<file path="src/rtl/fifo8_32.sv">
`default_nettype none
// ============================================================================
//  Module     : fifo8_32
//  Description: Byte-in / word-out receive FIFO, little-endian packing,
//               show-ahead read port. Define FIFO8_32_LEVEL_EN to add level_o.
//  Revision   : 1.0  initial release
// ============================================================================
module fifo8_32 #(
    parameter int AW = 2
) (
    input  logic          sclk,
    input  logic          rstn,
    input  logic [7:0]    wdata_i,
    input  logic          wr_i,
    output logic [31:0]   rdata_o,
    input  logic          rd_i,
    output logic          empty_o,
`ifdef FIFO8_32_LEVEL_EN
    output logic          full_o,
    output logic [AW+2:0] level_o
`else
    output logic          full_o
`endif
);

    localparam int c_DEPTH = 2 ** AW;
    localparam logic [AW+2:0] c_BYTES = (AW + 3)'(4 * c_DEPTH);

    logic [AW+2:0]  r_wcnt;
    logic [AW+2:0]  r_rcnt;
    logic [31:0]    r_mem [c_DEPTH];

    logic [AW+2:0]  w_level;
    logic           w_wr_en;
    logic           w_rd_en;
    logic [AW-1:0]  w_waddr;
    logic [1:0]     w_lane;
    logic [AW-1:0]  w_raddr;

    // Pointer difference is exact modulo 2^(AW+3) thanks to the wrap bit.
    assign w_level = r_wcnt - r_rcnt;
    assign empty_o = (w_level < (AW + 3)'(4));
    assign full_o  = (w_level == c_BYTES);

    assign w_wr_en = wr_i && !full_o;
    assign w_rd_en = rd_i && !empty_o;

    assign w_waddr = r_wcnt[AW+1:2];
    assign w_lane  = r_wcnt[1:0];
    assign w_raddr = r_rcnt[AW+1:2];

    assign rdata_o = r_mem[w_raddr];

`ifdef FIFO8_32_LEVEL_EN
    assign level_o = w_level;
`endif

    always_ff @(posedge sclk) begin
        if (!rstn) begin
            r_wcnt <= '0;
            r_rcnt <= '0;
            // Storage is cleared so rdata_o is deterministic while empty.
            for (int i = 0; i < c_DEPTH; i++) begin
                r_mem[i] <= '0;
            end
        end else begin
            if (w_wr_en) begin
                r_mem[w_waddr][{w_lane, 3'b000} +: 8] <= wdata_i;
                r_wcnt <= r_wcnt + (AW + 3)'(1);
            end
            if (w_rd_en) begin
                r_rcnt <= r_rcnt + (AW + 3)'(4);
            end
        end
    end

endmodule
`default_nettype wire

</file>
<file path="config.mk">
export PLATFORM = sky130hd
export DESIGN_NAME = fifo8_32
export DESIGN_NICKNAME = d
export VERILOG_FILES = /design/src/rtl/fifo8_32.sv
export SDC_FILE = /design/constraint.sdc
export NUM_CORES = 1
export LEC_CHECK = 0
export ABC_AREA = 1
export BUFFER_PORTS_ARGS = -buffer_cell sky130_fd_sc_hd__buf_2
export CAP_MARGIN = 40
export CELL_PAD_IN_SITES_DETAIL_PLACEMENT = 0
export CELL_PAD_IN_SITES_GLOBAL_PLACEMENT = 1
export CORE_ASPECT_RATIO = 1.4
export CORE_MARGIN = 2
export CORE_UTILIZATION = 45
export DETAILED_ROUTE_END_ITERATION = 10
export PLACE_DENSITY_LB_ADDON = 0.08
export SETUP_SLACK_MARGIN = 0.05
export SYNTH_ARGS = -nofsm -noshare
export SYNTH_HDL_FRONTEND = slang
export SYNTH_SLANG_ARGS = --single-unit
</file>
<file path="constraint.sdc">
create_clock -name sclk -period 4.9 [get_ports sclk]
set_clock_uncertainty 0.05 [all_clocks]
set_input_delay 0 -clock sclk [delete_from_list [all_inputs] [get_ports sclk]]
set_output_delay 0 -clock sclk [all_outputs]
set_load 0.01 [all_outputs]
</file>
# Word-level counts from Yosys, hierarchy flattened
# Memory sizes are Yosys's and may differ from the RTL's. A register that Yosys moved wholly into a read port is not among the register bits.
# Index checks and enable logic that the tools add are counted.
dict set report totals {
  regBits 10
  output_inout_bits 34
  mem_bits_ro 0
  latch_bits 0
  mem_count 1
  in_bits 12
  ram_bits 128
}
# name depth word_bits read_ports rd_ports_with_merged_regs wr line
set memory_table {}
lappend memory_table {r_mem 4 32 1 1 4 31} ;# logic [31:0] r_mem [c_DEPTH];
dict set report op_classes {
  n_eq_ne 1
  bitwise 0
  n_reduce_logical 5
  n_div 0
  order_cmp 1
  shift 2
  addsub 4
  multipliers 0
  mux 9
}
# op n
set ops {}
lappend ops {{$mux W32} 3}
lappend ops {{$reduce_or A32 Y1} 1}
lappend ops {{$shift A8 B7 Y32 const A} 1}
lappend ops {{$shiftx A8 B7 Y32} 1}
lappend ops {{$neg A5 Y7} 1}
lappend ops {{$mux W2} 3}
lappend ops {{$add A5 B1 Y5 const B} 1}
lappend ops {{$add A5 B3 Y5 const B} 1}
lappend ops {{$eq A5 B5 Y1 const B} 1}
lappend ops {{$lt A5 B3 Y1 const B} 1}
lappend ops {{$sub A5 B5 Y5} 1}
lappend ops {{$mux W1} 3}
lappend ops {{$logic_and A1 B1 Y1} 2}
lappend ops {{$logic_not A1 Y1} 2}

# Depth between registers and ports, before layout
# Gate-level depths: netlist of the first run.
dict set report depth {
  ltp_word 9
  ltp_mapped 16
}

# Worst setup path before layout of the first run
# No wires, ideal clock.
dict set report synth_path {
  kind {reg-to-reg}
  startpoint {reg r_wcnt[2]}
  endpoint {mem r_mem[3][0], enable pin}
  path_slack_ns 1.541
  setup_time_ns 0.385
  arrival_time_ns 2.924
  path_stages_with_launch 14
  path_cell_list {dfxtp_1 buf_2 inv_1 buf_2 ha_1 fa_1 nand2_1 nor2_1 nand3_2 o2111ai_1 nand2_2 buf_12 buf_6 a21boi_0}
}
# element line
set synth_lines {}
lappend synth_lines {{start: declaration} 29} ;# logic [AW+2:0] r_wcnt;
lappend synth_lines {{start signal: assignment} 69} ;# r_wcnt <= r_wcnt + (AW + 3)'(1);
lappend synth_lines {{end: declaration} 31}

==> results of run 1 <==
## placed cells by master, fill, tap and decap left out, drive strengths merged
master,instances
nor2,174
edfxtp,128
o21ai,74
buf,56
inv,50
nand2,34
o22ai,32
nand3,29
clkbuf,22
nand4,12
dfxtp,10
clkinv,10
nand3b,8
a21oi,7
ha,7
a21boi,4
nor3,3
o2111ai,2
bufinv,2
dlygate4sd3,2
nor3b,1
fa,1
## power breakdown
part           leakage, nW  switching (mW)  internal, mW
combinational         1.23           0.808         0.388
clock                0.270           0.458         0.741
sequential            1.40          0.0692          1.42
total                 2.90            1.34          2.55
## worst paths after layout
check,startpoint,endpoint
worst max-delay path,r_wcnt[2],r_mem[1][30]
worst min-delay path,wdata_i[3],r_mem[3][3]
worst max register to register,r_wcnt[2],r_mem[1][30]
worst min register to register,r_rcnt[2],r_rcnt[2]
## routing by layer
| metal | share of wire [%] | vias up | global-route usage (%) |
|---|---|---|---|
| met5 | 0 | - | 0 |
| met4 | 3.4 | 0 | 10.8 |
| met3 | 3.2 | 31 | 3.93 |
| met2 | 54 | 112 | 39.1 |
| met1 | 40 | 2202 | 24.1 |
| li1 | - | 2214 | - |
## cell type report
class / instances / area [sq um]
well taps: 189 / 236
flip-flops and latches: 138 / 4050
clock inverters: 10 / 101
fillers: 1358 / 6850
inverters: 52 / 195
multi-input cells: 388 / 2100
clock buffers: 22 / 444
repair buffers: 58 / 343
## tightest hold or removal path, cell delays in order
cell and delay [ns]:
buf_2 0.10, nand3_1 0.19, inv_1 0.09
## state kept, by name (all words and copies together), names as in the netlist, named ones only
signal	count
r_wcnt	5
r_mem	128
r_rcnt	3
## cells in the mapped netlist
cell type	instances
nor3b_1	1
ha_1	7
buf_6	3
buf_2	7
nor3_1	2
nand2_2	4
a21oi_1	7
fa_1	1
o21ai_4	2
o21ai_1	1
nand3_1	11
o21ai_2	1
dfxtp_1	10
o22ai_1	32
o2111ai_1	2
inv_1	48
nor2_1	174
clkinv_1	2
nor3_2	1
nand4_2	6
o21ai_0	70
inv_2	2
nand4_4	6
a21boi_0	4
nand3_2	18
clkbuf_1	21
buf_1	2
nand2_1	30
nand3b_1	8
buf_12	2
edfxtp_1	128
## metrics by stage
step / hold slack (ns) / util (%) / cell area [sq um] / total power, mW / worst slack [ns]
2_1_floorplan: 0.185 / - / 6540 / 2.31 / 1.54
3_3_place_gp: 0.357 / 48.0 / 6870 / 2.68 / 1.16
3_5_place_dp: 0.370 / 48.2 / 6900 / 2.72 / 1.07
4_1_cts: 0.0184 / 52.2 / 7470 / 3.92 / 1.07
5_1_grt: 0.0518 / 52.2 / 7470 / 4.09 / 0.773
6_report: 0.0390 / 52.2 / 7470 / 3.89 / 1.08
## logic make-up (layout without fill, tap and decap cells)
group	Yosys count	in the layout	share of synthesized area (%)
and+or+nand+nor	261	261	20.1
AOI/OAI and AO/OA	119	119	10.4
DFF	138	138	61.9
buffers and inverters	87	142	5.97
adders and majority gates	8	8	1.65
==> flow_summary.json, run 1 <==
{
  "cts_sinks": 138,
  "dp.cells": 823,
  "outcome": "finished clean",
  "synth_cell_types": 31,
  "cp.depth": 12,
  "antenna_cells": 0,
  "core_area_sq_um": 14300,
  "syn-mean-instance-area_sq_um": 10.7,
  "crit_buf_inv": 2,
  "via_per_inst": 5.32,
  "antenna_left": 0,
  "finalCriticalPeriod_ns": 3.82,
  "crit_path_end_kind": "flip-flop",
  "slowest_stage": "nand2_2",
  "path_cells": "inv_1, ha_1, fa_1, inv_1, nand2_2, nand2_1, nand2_2, nand3_2, o2111ai_1, nand2_2, nand4_2, nand2_1",
  "yosysWarningCount": 0,
  "finalCritPeriodShare_pct": 78.0,
  "final_nets": 675,
  "place.detailed.hpwl_um": 11600,
  "hold_depth": 3,
  "hp-class": "in2reg",
  "syn_inst": 613,
  "clk_pin_slew_ns": 0.06,
  "timing.final.hold_violations": 0,
  "wirelength_um": 16000,
  "fmax_ghz": 0.262,
  "grt_overflow_total": 0,
  "critical_path.top_delay_family": "simple AND/OR/NAND/NOR gates",
  "worstMarginPinSlew_ns": 0.912,
  "cts_resized": 0,
  "p_leak_nw": 2.90,
  "clock_latency_ns": 0.41,
  "stdcell_count": 857,
  "track_usage_pct": 21.6,
  "cts_root_buf": "clkbuf_16",
  "finalSetupTns_ns": 0,
  "fp.dieW_um": 106,
  "ir_drop_mv": 0.223,
  "setup_violations": 0,
  "power_density_nw_per_um2": 520,
  "clk_path_buf_depth": 2,
  "initial_core_util_pct": 45.7,
  "io_pins": 46,
  "holdBufCountCts": 2,
  "grt_antenna_before_repair": 0,
  "drive_gt1_share_pct": 18.3,
  "maxSlewViolCount": 0,
  "cts_buffers": 17,
  "num_vias": 4559,
  "worst-endpoint-required_ns": 4.93,
  "rows": 52,
  "synthTopCellsByArea": "edfxtp_1 (59%), nor2_1 (10%), o21ai_0 (5.4%)",
  "grt_max_degree": 66,
  "crit_top_cell": "nand2_2",
  "dr.pass1.iters": 5,
  "worst_setup_path_start_kind": "flip-flop",
  "worst_path_largest_cell_delay_ns": 0.72,
  "critical_path_class": "reg2reg",
  "synth_top_area_cell": "edfxtp_1",
  "routedWlPerCell_um": 18.7,
  "cap_violations": 0,
  "ys_seq_area_share_pct": 61.9,
  "cts_post_setup_buffers_inserted": 0,
  "die_area_sq_um": 15500,
  "die_h_um": 147,
  "syn_to_final_growth_pct": 14.2,
  "port-buffer-count": 45,
  "drcViolationCount": 0,
  "ys_seq_elements": 138,
  "rsz0062_at_grt": "no",
  "crit_fanout": 36,
  "netlist_area_sq_um": 6540,
  "maxSlewHeadroom_pct": 39.0,
  "cts_tree": "built",
  "drtIter0Drc": 267,
  "grt_pass1_wl_um": 24900,
  "arrival_ns": 3.85,
  "rr_worst_depth": 12,
  "synth_top_area_share_pct": 58.8,
  "r2r_slack_ns": 1.08,
  "globalplace.congestion": 0.862,
  "grt_pass1_vias": 4712,
  "synth.net_count": 633,
  "h-tree-depth": 4
}
(Power assumes the default switching activity.)
==> run 2, diff against run 1 <==
==> constraint.sdc (replaced) <==
create_clock -name sclk -period 3.55 [get_ports sclk]
set_clock_uncertainty 0.05 [all_clocks]
set_input_delay 0 -clock sclk [delete_from_list [all_inputs] [get_ports sclk]]
set_output_delay 0 -clock sclk [all_outputs]
set_load 0.01 [all_outputs]
==> run 2 against run 1 <==
Net effect: combinational power is 40% higher; first-iteration DRC count is 2.6% higher; utilization is 0.67 points higher; sequential power is 39% higher; clock power is 44% higher; highest routed layer unchanged; critical path type unchanged; setup slack worse by 0.62 ns; total power is 41% higher; critical path depth is 2 lower.
==> flow_summary.json, run 2 (synthesis results as in run 1) <==
{
  "routedWlPerCell_um": 18.8,
  "clk_pin_slew_ns": 0.06,
  "crit_buf_inv": 3,
  "antenna_left": 0,
  "register_area_sq_um": 4050,
  "globalplace.congestion": 0.859,
  "fp.dieW_um": 106,
  "multi_input_area_sq_um": 2100,
  "hp-class": "in2reg",
  "grt_pass1_vias": 4571,
  "grt_antenna_before_repair": 0,
  "grt_pass1_wl_um": 25400,
  "grt_overflow_total": 0,
  "io_pins": 46,
  "cap_violations": 0,
  "place.detailed.hpwl_um": 11400,
  "drcViolationCount": 0,
  "rsz0062_at_grt": "no",
  "final_cell_mix": "nor2_1 (174), edfxtp_1 (128), o21ai_0 (70), inv_1 (48), buf_2 (45)",
  "path_cells": "inv_1, ha_1, inv_2, nor2_1, nand3_2, o2111ai_1, nand2_2, buf_12, nand4_2, nand2_1",
  "largestRegisters": "r_mem: 128 flops, r_wcnt: 5 flops, r_rcnt: 3 flops",
  "worst_setup_path_start_kind": "flip-flop",
  "power_frac_comb_pct": 30.7,
  "final_nets": 681,
  "fmax_ghz": 0.323,
  "power_density_nw_per_um2": 724,
  "cts_tree": "built",
  "port-buffer-count": 45,
  "critical_path.top_delay_family": "simple AND/OR/NAND/NOR gates",
  "finalCriticalPeriod_ns": 3.09,
  "internal_power_mw": 3.56,
  "setup_violations": 0,
  "cts_resized": 0,
  "die_h_um": 147,
  "pwr-share-seq_pct": 37.8,
  "clk_path_buf_depth": 2,
  "power_switching_mw": 1.91,
  "power_switching_share_pct": 35.0,
  "track_usage_pct": 21.8,
  "final_area_sq_um": 7560,
  "finalCritPeriodShare_pct": 87.1,
  "cts_root_buf": "clkbuf_16",
  "die_area_sq_um": 15500,
  "worst_path_largest_cell_delay_ns": 0.47,
  "dr.pass1.iters": 5,
  "syn_to_final_growth_pct": 15.7,
  "maxSlewHeadroom_pct": 54.6,
  "via_per_inst": 5.38,
  "slowest_stage": "dfxtp_1",
  "placed_area_sq_um": 6960,
  "cts_buffers": 17,
  "fillers": 1298,
  "core_area_sq_um": 14300,
  "worst-endpoint-required_ns": 3.58,
  "rows": 52,
  "clock_latency_ns": 0.41,
  "top_register": "r_mem",
  "h-tree-depth": 4,
  "pwr-share-clk_pct": 31.5,
  "maxSlewViolCount": 0,
  "grt_max_degree": 37,
  "num_vias": 4639,
  "drive_gt1_share_pct": 19.6,
  "cts_sinks": 138,
  "arrival_ns": 3.12,
  "antenna_cells": 0,
  "wirelength_um": 16300,
  "crit_path_end_kind": "flip-flop",
  "worstMarginPinSlew_ns": 0.681,
  "crit_fanout": 28,
  "drtIter0Drc": 274,
  "outcome": "finished clean",
  "critical_path_class": "reg2reg",
  "timing.final.hold_violations": 0,
  "final_common_cell": "nor2_1",
  "p_leak_nw": 2.94,
  "ir_drop_mv": 0.391,
  "finalSetupTns_ns": 0,
  "largest_register_ffs": 128,
  "initial_core_util_pct": 45.7
}
==> run 2: tightest hold or removal path: stages <==
cell	delay, ns
buf_2	0.10
nand3_1	0.19
inv_1	0.09
==> run 2: repair_timing <==
| action | in CTS | in global routing |
|---|---|---|
| setup buffers | 0 | 0 |
| hold buffers | 3 | 0 |
| endpoints found under the hold margin | 10 | 0 |
==> run 2: cell type report <==
type | instances | area share (%)
clock buffers | 17 | 5.62
clock inverters | 15 | 2.00
inverters | 52 | 2.58
multi-input cells | 388 | 27.8
flip-flops and latches | 138 | 53.5
well taps | 189 | 3.13
repair buffers | 64 | 5.39
==> run 2: worst paths after layout <==
| kind | depth (start not counted) | endpoint | slack (ns) | start |
|---|---|---|---|---|
| max | 10 | r_mem[2][30] | 0.46 | r_wcnt[0] |
| max reg2reg | 10 | r_mem[2][30] | 0.46 | r_wcnt[0] |
| min | 3 | r_mem[3][6] | 0.03 | wdata_i[6] |
| min reg2reg | 1 | r_rcnt[2] | 0.45 | r_rcnt[2] |
==> run 2: stage by stage <==
stage / power, mW / std cells / worst slack, ns / hold slack [ns] / util, %
5_1_grt: 5.75 / 863 / 0.199 / 0.0581 / 52.8
4_1_cts: 5.51 / 863 / 0.471 / 0.0261 / 52.8
3_5_place_dp: 3.79 / 828 / 0.484 / 0.351 / 48.6
6_report: 5.47 / 863 / 0.457 / 0.0323 / 52.8
2_1_floorplan: 3.19 / 613 / 0.191 / 0.185 / -
3_3_place_gp: 3.74 / 827 / 0.595 / 0.347 / 48.4
==> run 2: power by group through the flow <==
stage / clock network, mW / registers (mW) / logic [mW]
after floorplan: 0 / 2.04 / 1.15
after global placement: 0 / 2.10 / 1.64
after detailed placement: 0 / 2.10 / 1.68
after CTS: 1.75 / 2.07 / 1.69
after global routing: 1.82 / 2.09 / 1.85
final: 1.73 / 2.07 / 1.68
==> run 2: routing by layer <==
| metal | track usage (%) | wire length [um] | vias up |
|---|---|---|---|
| met3 | 4.29 | 708 | 24 |
| met4 | 8.09 | 316 | 0 |
| li1 | - | - | 2232 |
| met5 | 0 | 0 | - |
| met2 | 37.0 | 8350 | 141 |
| met1 | 27.7 | 6880 | 2242 |
==> run 3, diff against run 2 <==
--- a/config.mk
+++ b/config.mk
@@ -5,7 +5,6 @@
 export SDC_FILE = /design/constraint.sdc
 export NUM_CORES = 1
 export LEC_CHECK = 0
-export ABC_AREA = 1
 export BUFFER_PORTS_ARGS = -buffer_cell sky130_fd_sc_hd__buf_2
 export CAP_MARGIN = 40
 export CELL_PAD_IN_SITES_DETAIL_PLACEMENT = 0
==> run 3 against run 2 <==
Net effect: synthesized cell count is 28% lower; via count down 19%; area after synthesis decreased by 4.7%; non-clock buffer count down 4; count of clock-buffer cells in the layout did not move; first-iteration DRC count fell by 18%; sequential share of layout area grew 1.8 points; global-route usage down 0.97 points; clock power up 3%; fmax decreased by 5.0%; largest cell class unchanged; highest routed layer unchanged.
==> flow_summary.json, run 3 <==
{
  "hp-class": "in2reg",
  "port-buffer-count": 45,
  "maxSlewHeadroom_pct": 37.3,
  "grt_overflow_total": 0,
  "initial_core_util_pct": 46.3,
  "fillers": 1174,
  "yosys-top-cells-count": "edfxtp_1 (128), nor2_1 (84), nand2_1 (44), mux4_2 (32), and2_1 (27)",
  "drcViolationCount": 0,
  "dpl_worst_slack_ns": 0.333,
  "rows": 50,
  "multi_input_area_sq_um": 2000,
  "largestRegisters": "r_mem: 128 flops, r_wcnt: 5 flops, r_rcnt: 3 flops",
  "worstMarginPinSlew_ns": 0.941,
  "synth_top_area_cell": "edfxtp_1",
  "drtIter0Drc": 224,
  "cts_tree": "built",
  "setup_violations": 0,
  "cts_resized": 0,
  "power_mw": 4.68,
  "syn_inst": 444,
  "holdBufCountCts": 4,
  "synth_top_area_share_pct": 61.7,
  "die_area_sq_um": 14800,
  "track_usage_pct": 20.9,
  "wirelength_um": 14400,
  "clock_latency_ns": 0.41,
  "cap_violations": 0,
  "synth.net_count": 464,
  "crit_fanout": 17,
  "h-tree-depth": 4,
  "finalCritPeriodShare_pct": 91.7,
  "fp.dieW_um": 103,
  "fmax_ghz": 0.307,
  "synth.most_common_cell": "edfxtp_1",
  "yosysWarningCount": 0,
  "dr.pass1.iters": 4,
  "ys_seq_area_share_pct": 64.9,
  "synthTopCellsByArea": "edfxtp_1 (62%), mux4_2 (12%), nor2_1 (5.1%)",
  "via_per_inst": 5.38,
  "synth_cell_types": 37,
  "finalSetupTns_ns": 0,
  "worst_setup_path_start_kind": "flip-flop",
  "final_cell_mix": "edfxtp_1 (128), nor2_1 (84), buf_2 (45), nand2_1 (44), mux4_2 (32)",
  "top_register": "r_mem",
  "antenna_cells": 0,
  "worst-endpoint-required_ns": 3.57,
  "cts_buffers": 17,
  "p_leak_nw": 2.79,
  "clk_path_buf_depth": 2,
  "grt_pass1_vias": 4014,
  "core_area_sq_um": 13500,
  "globalplace.congestion": 0.771,
  "critical_path_class": "reg2reg",
  "register_area_sq_um": 4050,
  "syn-mean-instance-area_sq_um": 14.0,
  "die_h_um": 143,
  "grt_antenna_before_repair": 0,
  "crit_path_end_kind": "flip-flop",
  "ir_drop_mv": 0.361,
  "rsz0062_at_grt": "no",
  "io_pins": 46,
  "fin_ws_ns": 0.293,
  "arrival_ns": 3.27,
  "synth_flop_cell": "edfxtp_1",
  "maxSlewViolCount": 0,
  "clk_pin_slew_ns": 0.06,
  "final_nets": 523,
  "routedWlPerCell_um": 20.6,
  "timing.final.hold_violations": 0,
  "power_density_nw_per_um2": 640,
  "place.detailed.hpwl_um": 10000,
  "grt_pass1_wl_um": 22100,
  "synthArstFlopShare_pct": 0,
  "synth_enable_flop_cells": 128,
  "ys_seq_elements": 138,
  "num_vias": 3747,
  "cts_post_setup_buffers_inserted": 0,
  "cts_sinks": 138,
  "grt_max_degree": 33,
  "final_common_cell": "edfxtp_1",
  "outcome": "finished clean",
  "syn_to_final_growth_pct": 17.4,
  "largest_register_ffs": 128,
  "netlist_area_sq_um": 6230,
  "finalCriticalPeriod_ns": 3.26,
  "drive_gt1_share_pct": 25.6,
  "cts_root_buf": "clkbuf_16",
  "antenna_left": 0
}
## run 3: cell types whose count changed after synthesis, moves of 8 or more
cell | previous run | this run
nand3b_1 | 8 | 0
and3_1 | 0 | 9
clkbuf_1 | 21 | 11
nor2_1 | 174 | 84
inv_1 | 48 | 24
nand3_2 | 18 | 6
and2_1 | 0 | 27
nand2_1 | 30 | 44
o22ai_1 | 32 | 0
o21ai_0 | 70 | 2
mux4_2 | 0 | 32
## run 3: area by class of cell
| class | instances | area share, % |
|---|---|---|
| clock inverters | 14 | 2.38 |
| flip-flops and latches | 138 | 55.3 |
| repair buffers | 60 | 4.86 |
| clock buffers | 17 | 5.81 |
| well taps | 182 | 3.11 |
| multi-input cells | 262 | 27.3 |
| inverters | 24 | 1.23 |
## run 3: worst max-delay path: stages (launching register included)
cell	delay, ns
dfxtp_1	0.40
inv_1	0.14
ha_1	0.23
fa_1	0.47
and3_1	0.29
a21oi_4	0.51
and4_1	0.44
nand2b_1	0.39
## run 3: path summary, 6_finish.rpt
check / from / to / slack (ns) / cells past startpoint
max: r_wcnt[2] / r_mem[1][28] / 0.29 / 7
min: wdata_i[4] / r_mem[3][12] / 0.02 / 3
max reg2reg: r_wcnt[2] / r_mem[1][28] / 0.29 / 7
min reg2reg: r_wcnt[1] / r_wcnt[1] / 0.47 / 2
## run 3: per-stage QoR
stage / std cells / cell area (sq um) / hold WS [ns] / util [%]
final: 697 / 7320 / 0.0230 / 54.4
after global routing: 697 / 7320 / 0.0342 / 54.4
after CTS: 697 / 7320 / 0.00627 / 54.4
after detailed placement: 662 / 6680 / 0.386 / 49.7
after global placement: 660 / 6660 / 0.384 / 49.5
after floorplan: 444 / 6230 / 0.151 / -
## run 3: cells by family after synthesis
family / Yosys count / share of synthesized area [%]
flip-flops: 138 / 64.9
multiplexers: 33 / 11.7
AO/OA/AOI/OAI: 18 / 2.41
XOR/XNOR: 5 / 0.964
AND/OR/NAND/NOR: 198 / 15.3
adder cells (fa/ha/maj): 8 / 1.73
buffers and inverters: 44 / 3.03
## run 3: routing by layer
layer | vias up | global-route usage (%) | share of wire, %
met2 | 92 | 35.9 | 53
met5 | - | 0 | 0
met1 | 1893 | 26.1 | 41
met4 | 0 | 7.55 | 2.2
li1 | 1739 | - | -
met3 | 23 | 3.67 | 3.4
## run 3: power breakdown
part | switching (mW) | internal (mW)
clock | 0.681 | 1.11
combinational | 0.524 | 0.367
sequential | 0.0610 | 1.94
